[src/rtl/free_list.sv]
`default_nettype none
// ============================================================================
//  Module   : free_list
//  Purpose  : Physical-register free list for a register-renaming pipeline.
//             Keeps a PHYS_REGS-bit vector (1 = free), offers the lowest free
//             ID each cycle, accepts registers returned at commit, and on a
//             flush rebuilds the pool from a snapshot of the retirement RAT,
//             one architectural entry per cycle.
//  Ports    : CLK            - clock, all state on the rising edge
//             RESET          - synchronous active-high reset (beats FREEZE)
//             FREEZE         - stall, holds every piece of state
//             allocReq_IN    - rename wants one register this cycle
//             allocValid_OUT - a free register is offered on allocId_OUT
//             allocId_OUT    - lowest-index free register
//             freeReq_IN     - commit returns freeId_IN to the pool
//             freeId_IN      - register being returned
//             recover_IN     - flush, rebuild the pool from retRat_IN
//             retRat_IN      - retirement RAT, entry 0 in the MSBs
//             busy_OUT       - rebuild in progress
//             freeCount_OUT  - number of free registers (popcount of vector)
//  Revision : 1.0 - initial release
// ============================================================================
module free_list #(
  parameter int PHYS_REGS  = 64,
  parameter int PHYS_WIDTH = 6,
  parameter int ARCH_REGS  = 32
) (
  input  logic                            CLK,
  input  logic                            RESET,
  input  logic                            FREEZE,
  input  logic                            allocReq_IN,
  output logic                            allocValid_OUT,
  output logic [PHYS_WIDTH-1:0]           allocId_OUT,
  input  logic                            freeReq_IN,
  input  logic [PHYS_WIDTH-1:0]           freeId_IN,
  input  logic                            recover_IN,
  input  logic [ARCH_REGS*PHYS_WIDTH-1:0] retRat_IN,
  output logic                            busy_OUT,
  output logic [PHYS_WIDTH:0]             freeCount_OUT
);

  localparam int C_CW    = PHYS_WIDTH + 1;
  localparam int C_IDX_W = (ARCH_REGS > 1) ? $clog2(ARCH_REGS) : 1;
  localparam int C_RAT_W = ARCH_REGS * PHYS_WIDTH;

  // Out of reset the architectural registers are identity-mapped onto
  // physical 0..ARCH_REGS-1, so only the upper registers start out free.
  function automatic logic [PHYS_REGS-1:0] f_reset_free();
    logic [PHYS_REGS-1:0] v;
    for (int i = 0; i < PHYS_REGS; i++) begin
      v[i] = (i >= ARCH_REGS);
    end
    return v;
  endfunction

  localparam logic [PHYS_REGS-1:0] C_RESET_FREE  = f_reset_free();
  localparam logic [C_CW-1:0]      C_RESET_COUNT = C_CW'(PHYS_REGS - ARCH_REGS);

  typedef enum logic [0:0] {
    S_IDLE    = 1'b0,
    S_REBUILD = 1'b1
  } state_t;

  state_t                 state_q, state_d;
  logic [PHYS_REGS-1:0]   free_q,  free_d;
  logic [C_CW-1:0]        count_q, count_d;
  logic [C_IDX_W-1:0]     idx_q,   idx_d;
  logic [C_RAT_W-1:0]     snap_q,  snap_d;

  logic [PHYS_WIDTH-1:0]  w_alloc_id;
  logic [PHYS_REGS-1:0]   w_alloc_mask;
  logic [PHYS_REGS-1:0]   w_free_mask;
  logic [PHYS_WIDTH-1:0]  w_rb_entry;
  logic [PHYS_REGS-1:0]   w_rb_mask;
  logic                   w_idle;
  logic                   w_any_free;
  logic                   w_alloc_eff;
  logic                   w_free_eff;
  logic                   w_rb_hit;

  assign w_idle     = (state_q == S_IDLE);
  assign w_any_free = |free_q;

  // Lowest set bit: the loop runs high-to-low so the lowest index is the
  // last one written. The mask isolates the same bit arithmetically.
  always_comb begin
    w_alloc_id = '0;
    for (int i = PHYS_REGS - 1; i >= 0; i--) begin
      if (free_q[i]) begin
        w_alloc_id = PHYS_WIDTH'(i);
      end
    end
  end

  assign w_alloc_mask = free_q & (~free_q + PHYS_REGS'(1));

  // Decoded masks; an ID outside 0..PHYS_REGS-1 decodes to all-zero and
  // therefore has no effect.
  always_comb begin
    w_free_mask = '0;
    w_rb_mask   = '0;
    for (int i = 0; i < PHYS_REGS; i++) begin
      w_free_mask[i] = (freeId_IN  == PHYS_WIDTH'(i));
      w_rb_mask[i]   = (w_rb_entry == PHYS_WIDTH'(i));
    end
  end

  // Snapshot entry e lives at the e-th field counted from the MSB end.
  always_comb begin
    w_rb_entry = '0;
    for (int e = 0; e < ARCH_REGS; e++) begin
      if (idx_q == C_IDX_W'(e)) begin
        w_rb_entry = snap_q[(ARCH_REGS - 1 - e) * PHYS_WIDTH +: PHYS_WIDTH];
      end
    end
  end

  assign w_alloc_eff = allocReq_IN && allocValid_OUT && w_idle && !FREEZE && !recover_IN;
  // Only a register that is currently allocated may be returned; a double
  // free finds its bit already set and is dropped.
  assign w_free_eff  = freeReq_IN && w_idle && !FREEZE && !recover_IN &&
                       (|(w_free_mask & ~free_q));
  // Duplicate RAT mappings clear an already-cleared bit; count only real
  // transitions so the count stays equal to the popcount.
  assign w_rb_hit    = |(w_rb_mask & free_q);

  always_comb begin
    state_d = state_q;
    free_d  = free_q;
    count_d = count_q;
    idx_d   = idx_q;
    snap_d  = snap_q;
    if (!FREEZE) begin
      if (recover_IN) begin
        snap_d  = retRat_IN;
        free_d  = '1;
        count_d = C_CW'(PHYS_REGS);
        idx_d   = '0;
        state_d = S_REBUILD;
      end else if (state_q == S_IDLE) begin
        // Free is applied first so that, should both ever hit one bit,
        // the alloc wins and the bit ends cleared.
        if (w_free_eff) begin
          free_d = free_d | w_free_mask;
        end
        if (w_alloc_eff) begin
          free_d = free_d & ~w_alloc_mask;
        end
        count_d = count_q + C_CW'(w_free_eff) - C_CW'(w_alloc_eff);
      end else begin
        free_d = free_q & ~w_rb_mask;
        if (w_rb_hit) begin
          count_d = count_q - C_CW'(1);
        end
        if (idx_q == C_IDX_W'(ARCH_REGS - 1)) begin
          idx_d   = '0;
          state_d = S_IDLE;
        end else begin
          idx_d = idx_q + C_IDX_W'(1);
        end
      end
    end
  end

  always_ff @(posedge CLK) begin
    if (RESET) begin
      state_q <= S_IDLE;
      free_q  <= C_RESET_FREE;
      count_q <= C_RESET_COUNT;
      idx_q   <= '0;
      snap_q  <= '0;
    end else begin
      state_q <= state_d;
      free_q  <= free_d;
      count_q <= count_d;
      idx_q   <= idx_d;
      snap_q  <= snap_d;
    end
  end

  assign allocValid_OUT = w_idle && w_any_free;
  assign allocId_OUT    = w_alloc_id;
  assign busy_OUT       = (state_q == S_REBUILD);
  assign freeCount_OUT  = count_q;

endmodule
`default_nettype wire

[config.mk]
export PLATFORM = sky130hd
export DESIGN_NAME = free_list
export DESIGN_NICKNAME = d
export VERILOG_FILES = /design/src/rtl/free_list.sv
export SDC_FILE = /design/constraint.sdc
export NUM_CORES = 1
export LEC_CHECK = 0
export CORE_AREA = 2 2 225 182
export CTS_CLUSTER_DIAMETER = 150
export CTS_CLUSTER_SIZE = 24
export DETAILED_ROUTE_END_ITERATION = 6
export DIE_AREA = 0 0 227 184
export PLACE_DENSITY_LB_ADDON = 0.15
export SYNTH_ARGS = -nofsm -noshare
export SYNTH_HDL_FRONTEND = slang
export SYNTH_SLANG_ARGS = --single-unit
[constraint.sdc]
create_clock -name CLK -period 10.55 [get_ports CLK]
set_input_delay 2.11 -clock CLK [delete_from_list [all_inputs] [get_ports CLK]]
set_output_delay 2.11 -clock CLK [all_outputs]
set_load 0.1 [all_outputs]
# After elaboration in Yosys (flattened, before gate mapping)
# Cells that the tools add are included.
dict set report classes {
  addsub 5
  eq_ne 158
  mux 112
  n_bitwise 11
  n_reduce_logical 21
}
# op count
set ops {}
lappend ops {{6-bit two-way mux} 96}
lappend ops {{64-bit two-way mux} 7}
lappend ops {{6-bit == test (second input constant)} 64}
lappend ops {{64-bit AND} 5}
lappend ops {{6-bit by 5-bit == test with 1-bit output (second input constant)} 32}
lappend ops {{64-bit inverter} 3}
lappend ops {{64-bit OR reduction} 3}
lappend ops {{6-bit by 4-bit == test with 1-bit output (second input constant)} 16}
lappend ops {{5-bit == test (second input constant)} 16}
lappend ops {{64-bit by 1-bit adder with 64-bit output (second input constant)} 1}
lappend ops {{64-bit bitwise OR} 1}
lappend ops {{6-bit by 3-bit == test with 1-bit output (second input constant)} 8}
lappend ops {{5-bit by 4-bit == test with 1-bit output (second input constant)} 8}
lappend ops {{6-bit by 2-bit == test with 1-bit output (second input constant)} 4}
lappend ops {{7-bit two-way mux} 3}
lappend ops {{5-bit by 3-bit == test with 1-bit output (second input constant)} 4}
lappend ops {{5-bit two-way mux} 3}
lappend ops {{6-bit by 1-bit == test with 1-bit output (second input constant)} 2}
lappend ops {{6-bit logical NOT} 2}
lappend ops {{5-bit by 2-bit == test with 1-bit output (second input constant)} 2}
lappend ops {{1-bit logical AND} 9}
lappend ops {{7-bit by 1-bit adder with 7-bit output} 1}
lappend ops {{7-bit by 1-bit subtractor with 7-bit output} 1}
lappend ops {{7-bit by 1-bit subtractor with 7-bit output (second input constant)} 1}
lappend ops {{9 further kinds} 15}
dict set report word_totals {
  register_bits 269
  inputBits 204
  wordCells 312
}

# Longest topological paths before layout
# Gate-level depths: netlist of the first run.
dict set report depth {
  ltp_word 64
  ltp_mapped 24
}

# Least setup slack after synthesis of the first run
# OpenSTA, ideal clock, no wires.
dict set report synth_timing {
  path_type {register -> output}
  startpoint {register free_q[61]}
  endpoint {output port allocId_OUT[0]}
  t_arrival_ns 3.887
  required_ns 8.440
  setup_slack_ns 4.553
  stages_incl_launch_ff 14
  path_buffers 1
  path_cell_list {dfxtp_1 clkbuf_1 inv_1 a21oi_1 o21bai_1 a21oi_1 o21bai_1 a21oi_1 o21bai_1 a21oi_1 o21bai_1 a21oi_1 o21ai_0 a221oi_1}
}
dict set report synth_via {
  elab_chain_cells 62
}
# element line_no
set synth_lines {}
lappend synth_lines {{from (decl)} 65} ;# logic [PHYS_REGS-1:0] free_q, free_d;
lappend synth_lines {{from (signal assigned)} 174} ;# free_q <= free_d;
lappend synth_lines {{6-bit two-way mux (62 in series)} 89} ;# if (free_q[i]) begin
lappend synth_lines {{to (decl)} 33} ;# output logic [PHYS_WIDTH-1:0] allocId_OUT,
# Every way passes these cells.

# Worst setup path after layout of the first run
dict set report layout_timing {
  startpoint {input port freeId_IN[1]}
  endpoint {register count_q[6] (netlist: freeCount_OUT[6])}
}
dict set report layout_via {
  elab_chain_cells 8
  word_cells_on_any_way 71
  classes_between {2 x add/sub; 63 x eq/ne; 2 x mux; 1 x bitwise; 3 x reduce/logical}
}
# element line_no
set layout_lines {}
lappend layout_lines {{from (decl)} 35} ;# input logic [PHYS_WIDTH-1:0] freeId_IN,
lappend layout_lines {{6-bit by 1-bit == test with 1-bit output (tied with other cells)} 103} ;# w_free_mask[i] = (freeId_IN == PHYS_WIDTH'(i));
lappend layout_lines {{64-bit AND *} 122} ;# (|(w_free_mask & ~free_q));
lappend layout_lines {{64-bit OR reduction *} 122}
lappend layout_lines {{1-bit logical AND *} 121} ;# assign w_free_eff = freeReq_IN && w_idle && !FREEZE && !recover_IN &&
lappend layout_lines {{7-bit by 1-bit adder with 7-bit output *} 149} ;# count_d = count_q + C_CW'(w_free_eff) - C_CW'(w_alloc_eff);
lappend layout_lines {{7-bit by 1-bit subtractor with 7-bit output *} 149}
lappend layout_lines {{7-bit two-way mux *} 140} ;# end else if (state_q == S_IDLE) begin
lappend layout_lines {{7-bit two-way mux *} 134} ;# if (recover_IN) begin
lappend layout_lines {{to (signal assigned)} 175} ;# count_q <= count_d;
lappend layout_lines {{to (decl)} 66} ;# logic [C_CW-1:0] count_q, count_d;
# Mark *: on every way between the ends. The rest lies on a longest branch, timed or not.
# A chain may end at the register's enable or synchronous reset.

==> key figures, run 1 <==
CTS
  • Clk sink count: 269
  • Clock Tree Buf Depth: 3
  • CTS tree: built
  • Worst-path clk slew: 0.09 ns
  • Cts hold-fix bufs: 0
  • H-tree depth: 1
  • Setup repair bufs after CTS: 0
  • PostCTS Resize Cnt: 0
  • CTS root buffer: clkbuf_16
  • TritonCTS Buffers: 15
  • Worst-skew pair later-pin latency: 0.55 ns

STA
  • Fin crit share: 66.1%
  • Post-route clock skew: 0.0511 ns
  • Max frequency: 143 MHz
  • Max Transition Viols Final: 0
  • Total negative setup slack: 0 ns
  • Final setup fails: 0
  • Worst Hold Slack: 0.457 ns
  • Slew margin rel.: 6.82%
  • Final Critical Period: 6.97 ns
  • Hold Vio Cnt, Final: 0
  • Worst-Margin Slew: 1.39 ns
  • RSZ-0062 raised after global routing: no

Final layout
  • Layout area overhead: 15.4%
  • Final net count: 2726
  • Final non-filler cell area: 19900 µm²
  • Most common cell after layout, fill and taps aside: nand2_1
  • Final core utilization: 50.5%
  • Layout cells sized above 1: 4.20%
  • Most frequent cells in the layout: 522 x nand2_1, 358 x a21oi_1, 266 x dfxtp_1

Logic synthesis
  • Distinct cells, synth: 109
  • Most used DFF post-synth: dfxtp_1
  • Largest family of logic cells by synthesized area: compound AO/OA/AOI/OAI gates
  • Adder-cell share of the synthesized area: 1.50%
  • Synth top area share: 31.3%
  • Post-synthesis register bit count: 269
  • Synth Area in XOR/XNOR: 0.509%
  • Syn Inst Count: 2450
  • Cell taking the most area after synthesis: dfxtp_1
  • Async SR Flop Fraction: 0%
  • Top cells by area, synth: dfxtp_1 31%, nand2_1 11%, a21oi_1 10%
  • Number of synthesized flops with an enable pin: 0
  • Yosys warning count: 0
  • Compound-Gate Fraction of Synth Area: 32.1%
  • Avg Inst Size Synth: 7.03 µm²
  • Multiplexer share of the synthesized area: 0.850%
  • Register area share after synthesis: 31.3%
  • Simple-Gate Fraction of Synth Area: 27.3%
  • Syn_nets: 2674
  • Post-Syn Area: 17200 µm²

Floorplanning
  • Initial core utilization: 43.7%
  • Total core area: 39400 µm²
  • Die span in x: 227 µm
  • Die Ht: 184 µm
  • I/O pin cnt: 219
  • Std cell rows: 65
  • Die Area: 41800 µm²

Drt
  • Post-route ant nets: 0
  • DRC: 0
  • DR vias/cell: 6.56
  • Wire per inst: 26.5 µm
  • Vias: 19900
  • Detailed-route wire length: 80.5 mm
  • DR iter-0 viols: 2856
  • TritonRoute pass-1 iters: 6

Critical path
  • Slowest stage delay, CP: 0.79 ns
  • CP max-delay cell: clkdlybuf4s50_1
  • Critical path peak fanout: 18
  • Buf/Inv on CP: 2
  • Crit-path leading delay family: compound AO/OA/AOI/OAI gates
  • Critical Path RT: 10.98 ns
  • CP Class: input pin to flop
  • CP endpoint kind: flop
  • Crit path cell chain: clkdlybuf4s50_1 -> nor2_1 -> nand3b_1 -> o22ai_1 -> nor4_1 -> a211oi_1 -> a211o_1 -> o21ai_1 -> ha_1 -> inv_1 -> ha_1 -> fa_1 -> a21oi_1 -> nor2_1 -> nor2_1 -> nor2_1 -> nor2_1 -> o21bai_1 -> xnor2_1 -> o21ai_0 -> nand2b_1 -> o311a_1 -> o221a_1
  • CP Launch Type: input pin
  • Crit path arrival time: 7.40 ns
  • Most frequent cell on the critical path: nor2_1

Placement
  • HPWL Detailed: 58.1 mm
  • IO Port Bufs: 218
  • Dpl cell area: 19500 µm²
  • Placer congestion estimate: 1.01

Global routing
  • Vias in the first global route: 18000
  • GRT overflow: 0
  • Largest net degree at the start of global routing: 123
  • Initial antenna violation count: 2
  • Global-route wire length before repair: 118 mm
  • Total track usage: 37.5%

Power and ir drop
  • Leak: 6.76 nW
  • VDD IR-drop max: 88.6 µV
  • PD cells: 114 nW/µm²

Run
  • Max_cap viols: 0

Worst hold path
  • Min-Delay Path Class: flop to flop

Status
  • Status: finished clean
==> final cells by class <==
class                      instances  area (µm²)
multi-input combinational       1909       10800
fill                            3984       19500
timing repair buffer             253        2440
antenna                            2        5.00
clock inverter                     2        28.8
inverter                          54         203
sequential                       269        5390
clock buffer                      15         375
tap                              536         671
==> worst reg2reg max path, stage by stage (launching register included) <==
cell and delay [ns]:
dfxtp_1 0.43, ha_1 0.17, buf_4 0.47, and3_1 0.27, ha_1 0.54, inv_1 0.24, o2111ai_1 0.70, a2111oi_2 0.22
o41a_2 0.60, a211oi_1 1.03, and3_1 0.75, nand2_1 0.12, a21oi_1 0.28, a2111o_1 0.32, o31a_1 0.35, o211ai_1 0.12
==> path summary, 6_finish.rpt <==
check	startpoint	endpoint	slack, ns	cells after the start
setup reg to reg	idx_q[0]$_SDFFE_PP0P_	freeCount_OUT[5]$_SDFFE_PP1P_	3.80	15
hold reg to reg	snap_q[160]$_SDFFE_PP0P_	snap_q[160]$_SDFFE_PP0P_	0.46	2
hold / removal	snap_q[160]$_SDFFE_PP0P_	snap_q[160]$_SDFFE_PP0P_	0.46	2
setup / recovery	freeId_IN[1]	freeCount_OUT[6]$_SDFFE_PP0P_	3.58	23
==> cells in the mapped netlist (all sizes together) (12+ instances only) <==
cell type	number
a211oi	26
o211ai	41
a22oi	12
nand3	45
a21o	13
nor2	139
nand4	26
nand3b	13
nand2	523
nor4	26
nand2b	31
nor3	47
inv	54
o221ai	12
o21a	19
a21boi	24
buf	50
or3	12
and3	21
dfxtp	269
a31oi	16
o31ai	16
a21oi	358
nor2b	26
ha	19
clkbuf	168
o21ai	158
o22ai	28
==> power breakdown <==
part | internal [mW] | total [mW] | switching (mW)
clock | 0.265 | 0.639 | 0.374
sequential | 1.06 | 1.13 | 0.0711
combinational | 0.189 | 0.496 | 0.306
total | 1.52 | 2.27 | 0.752
==> layer usage <==
| layer | global-route usage [%] | wire length [µm] |
|---|---|---|
| met5 | 0 | 11 |
| met4 | 10.2 | 2510 |
| met3 | 12.0 | 10800 |
| met2 | 49.0 | 30200 |
| met1 | 57.3 | 37000 |
==> registers in the layout, summed over array words and instances (netlist names) <==
register / count
snap_q: 192
free_q: 64
freeCount_OUT: 7
idx_q: 5
busy_OUT: 1
==> through the flow <==
step                total power [mW]  instances  worst slack [ns]
CTS                             2.25       3038              3.69
global placement                1.63       3021              3.32
finish                          2.27       3040              3.58
floorplan                       1.41       2450              4.55
detailed placement              1.63       3021              3.14
global route                    2.34       3038              3.21
==> logic make-up after synthesis <==
family                   after synthesis
AND/OR/NAND/NOR                      994
multiplexers                          13
adder cells (fa/ha/maj)               20
XOR/XNOR                              10
buffers and inverters                272
flip-flops                           269
AO/OA/AOI/OAI                        872
Power figures use the tool's default switching activity.
==> run 2: changes to the inputs <==
- clock period: 10.55 -> 7 ns (I/O delays scaled with it)
==> run 2 against run 1 <==
The flow now finishes with violations (DRC). Sequential power grew 51%. Die area is the same. Cell count grew 0.56%. First-iteration DRC count grew 16%. Combinational power grew 55%. Via count is essentially flat. Wire length shrank 1.7%. Clock-buffer cell count is the same. Global-route usage shrank 0.42 points. Clock skew shrank 0.016 ns. Critical path depth shrank 10. Power grew 51%. Largest cell class unchanged. Largest power group unchanged.
==> key figures, run 2 (same netlist as run 1, synthesis figures left out) <==
Run
  • Max_cap viols: 0 (unchanged)

CTS
  • H-tree depth: 1 (unchanged)
  • PostCTS Resize Cnt: 0 (unchanged)
  • Worst-skew pair later-pin latency: 0.54 ns (about the same)
  • Clk sink count: 269 (unchanged)
  • TritonCTS Buffers: 15 (unchanged)
  • Clock Tree Buf Depth: 3 (unchanged)
  • CTS root buffer: clkbuf_16
  • Setup repair bufs after CTS: 0 (unchanged)
  • Cts hold-fix bufs: 0 (unchanged)
  • Worst-path clk slew: 0.11 ns (+0.02 ns)
  • CTS tree: built

STA
  • Slew margin rel.: 27.5% (+21 points)
  • RSZ-0062 raised after global routing: no
  • Hold Vio Cnt, Final: 0 (unchanged)
  • Fin crit share: 88.2%
  • Worst-Margin Slew: 1.06 ns (-0.332 ns)
  • Final setup fails: 0 (unchanged)
  • Post-route clock skew: 0.0353 ns (-0.0159 ns)
  • Total negative setup slack: 0 ns (unchanged)
  • Final Critical Period: 6.17 ns
  • Max Transition Viols Final: 0 (unchanged)
  • Max frequency: 162 MHz

Power and ir drop
  • Internal power: 2.29 mW (+51%)
  • PD cells: 171 nW/µm² (+50%)
  • VDD IR-drop max: 141 µV (+59%)
  • Comb pwr share: 22.5% (+0.6 points)
  • Clock Power Share: 27.7% (-0.5 points)
  • Seq pwr share: 49.8% (-0.2 points)
  • Switching power share of the total: 33.0% (-0.14 points)
  • Switching Power: 1.13 mW (+50%)
  • Leak: 6.86 nW (+1.4%)

Final layout
  • Most frequent cells in the layout: 522 x nand2_1, 358 x a21oi_1, 266 x dfxtp_1
  • Final core utilization: 50.9% (+0.40 points)
  • Most common cell after layout, fill and taps aside: nand2_1
  • Max reg flops: 192 (unchanged)
  • Layout area overhead: 16.3%
  • Final net count: 2743 (+0.62%)
  • Layout cells sized above 1: 4.92% (+0.73 points)
  • Top reg by flops: snap_q

Drt
  • Detailed-route wire length: 79.2 mm (-1.7%)
  • Vias: 20000 (+0.055%)
  • Wire per inst: 25.9 µm (-2.3%)
  • TritonRoute pass-1 iters: 7 (+1)
  • Post-route ant nets: 0 (unchanged)
  • DR iter-0 viols: 3313 (+16%)
  • DR vias/cell: 6.53 (-0.50%)
  • DRC: 1 (+1)

Worst hold path
  • Worst-case hold path end point: snap_q[60]$_SDFFE_PP0P_
  • Worst hold stages: 2 (unchanged)
  • Min-Delay Path Class: flop to flop
  • Min-delay src: snap_q[60]$_SDFFE_PP0P_

Floorplanning
  • Die Area: 41800 µm² (unchanged)
  • Die span in x: 227 µm (unchanged)
  • Die Ht: 184 µm (unchanged)
  • Initial core utilization: 43.7% (unchanged)
  • I/O pin cnt: 219 (unchanged)
  • Total core area: 39400 µm² (unchanged)
  • Std cell rows: 65 (unchanged)

Placement
  • Placer congestion estimate: 1.00 (-0.61%)
  • HPWL Detailed: 58.0 mm (-0.20%)
  • IO Port Bufs: 218 (unchanged)

Global routing
  • Global-route wire length before repair: 117 mm (-0.82%)
  • GRT overflow: 0 (unchanged)
  • Global route hottest layer: met1
  • GR Util met2: 48.4% (-0.55 points)
  • Total track usage: 37.0% (-0.42 points)
  • Initial antenna violation count: 3 (+1)
  • Met3 GRT Util: 14.5% (+2.5 points)
  • Vias in the first global route: 18300 (+1.7%)
  • Largest net degree at the start of global routing: 111 (-9.8%)
  • GR Util met1: 55.3% (-1.9 points)

Critical path
  • Reg2Reg Depth: 14 (-1)
  • RR Startpoint: idx_q[0]$_SDFFE_PP0P_
  • Reg-to-Reg End: freeCount_OUT[1]$_SDFFE_PP0P_
  • CP endpoint kind: output port
  • Critical path peak fanout: 7 (-11)
  • Crit path arrival time: 4.77 ns (-2.63 ns)
  • CP Launch Type: flop
  • Critical Path RT: 5.60 ns (-5.38 ns)
  • R2R Setup Slk: 0.96 ns (-2.84 ns)
  • CP Class: flop to output port

Status
  • Status: finished, violations left
  • Failing checks: DRC
[run 2: how the worst max path moves through the flow]
stage,start,endpoint,slack [ns],depth (start not counted)
6_report,free_q[63]$_SDFFE_PP1N_,allocId_OUT[0],0.83,13
3_3_place_gp,freeId_IN[1],freeCount_OUT[6]$_SDFFE_PP0P_,0.57,22
5_1_grt,freeId_IN[3],freeCount_OUT[6]$_SDFFE_PP0P_,0.60,22
2_1_floorplan,free_q[61]$_SDFFE_PP1N_,allocId_OUT[0],1.71,13
4_1_cts,free_q[56]$_SDFFE_PP1N_,allocId_OUT[1],1.02,13
3_5_place_dp,freeId_IN[1],freeCount_OUT[6]$_SDFFE_PP0P_,0.48,22
[run 2: metrics by stage]
stage	std cells	power, mW	hold slack [ns]	instance area, µm²	setup WS [ns]
floorplan	2450	2.13	0.431	17200	1.71
global placement	3038	2.47	0.440	19600	0.574
detailed placement	3038	2.48	0.445	19600	0.478
CTS	3055	3.40	0.460	20000	1.02
global route	3055	3.53	0.474	20000	0.599
finish	3057	3.42	0.458	20000	0.828
[run 2: power by group through the flow]
stage | Combinational (mW) | Sequential [mW] | Clock, mW
finish | 0.769 | 1.71 | 0.950
global route | 0.823 | 1.71 | 1.00
CTS | 0.749 | 1.70 | 0.956
detailed placement | 0.745 | 1.73 | 0
global placement | 0.739 | 1.73 | 0
floorplan | 0.432 | 1.70 | 0
[run 2: per-layer routing]
layer / part of all wire [%] / up-vias
met1: 44 / 9453
met2: 38 / 1347
met3: 15 / 186
met4: 2.7 / 4
li1: - / 8960
met5: 0.034 / -
[run 2: critical path, stage by stage, from the launching register on]
cell             delay (ns)
dfxtp_1                0.60
nand2b_1               0.10
a21oi_1                0.17
o21bai_1               0.07
a21oi_1                0.14
o21bai_1               0.07
a21oi_1                0.16
o21bai_1               0.08
a21oi_1                0.16
o21bai_1               0.08
a21oi_1                0.60
o21ai_0                0.16
a221oi_1               0.55
clkdlybuf4s50_1        1.28
[run 2: layout make-up]
cell class | instances | area [µm²]
antenna | 2 | 5.00
clock buffer | 15 | 375
clock inverter | 2 | 28.8
fill | 3961 | 19300
inverter | 54 | 203
multi-input combinational | 1909 | 10800
sequential | 269 | 5390
tap | 536 | 671
timing repair buffer | 270 | 2590
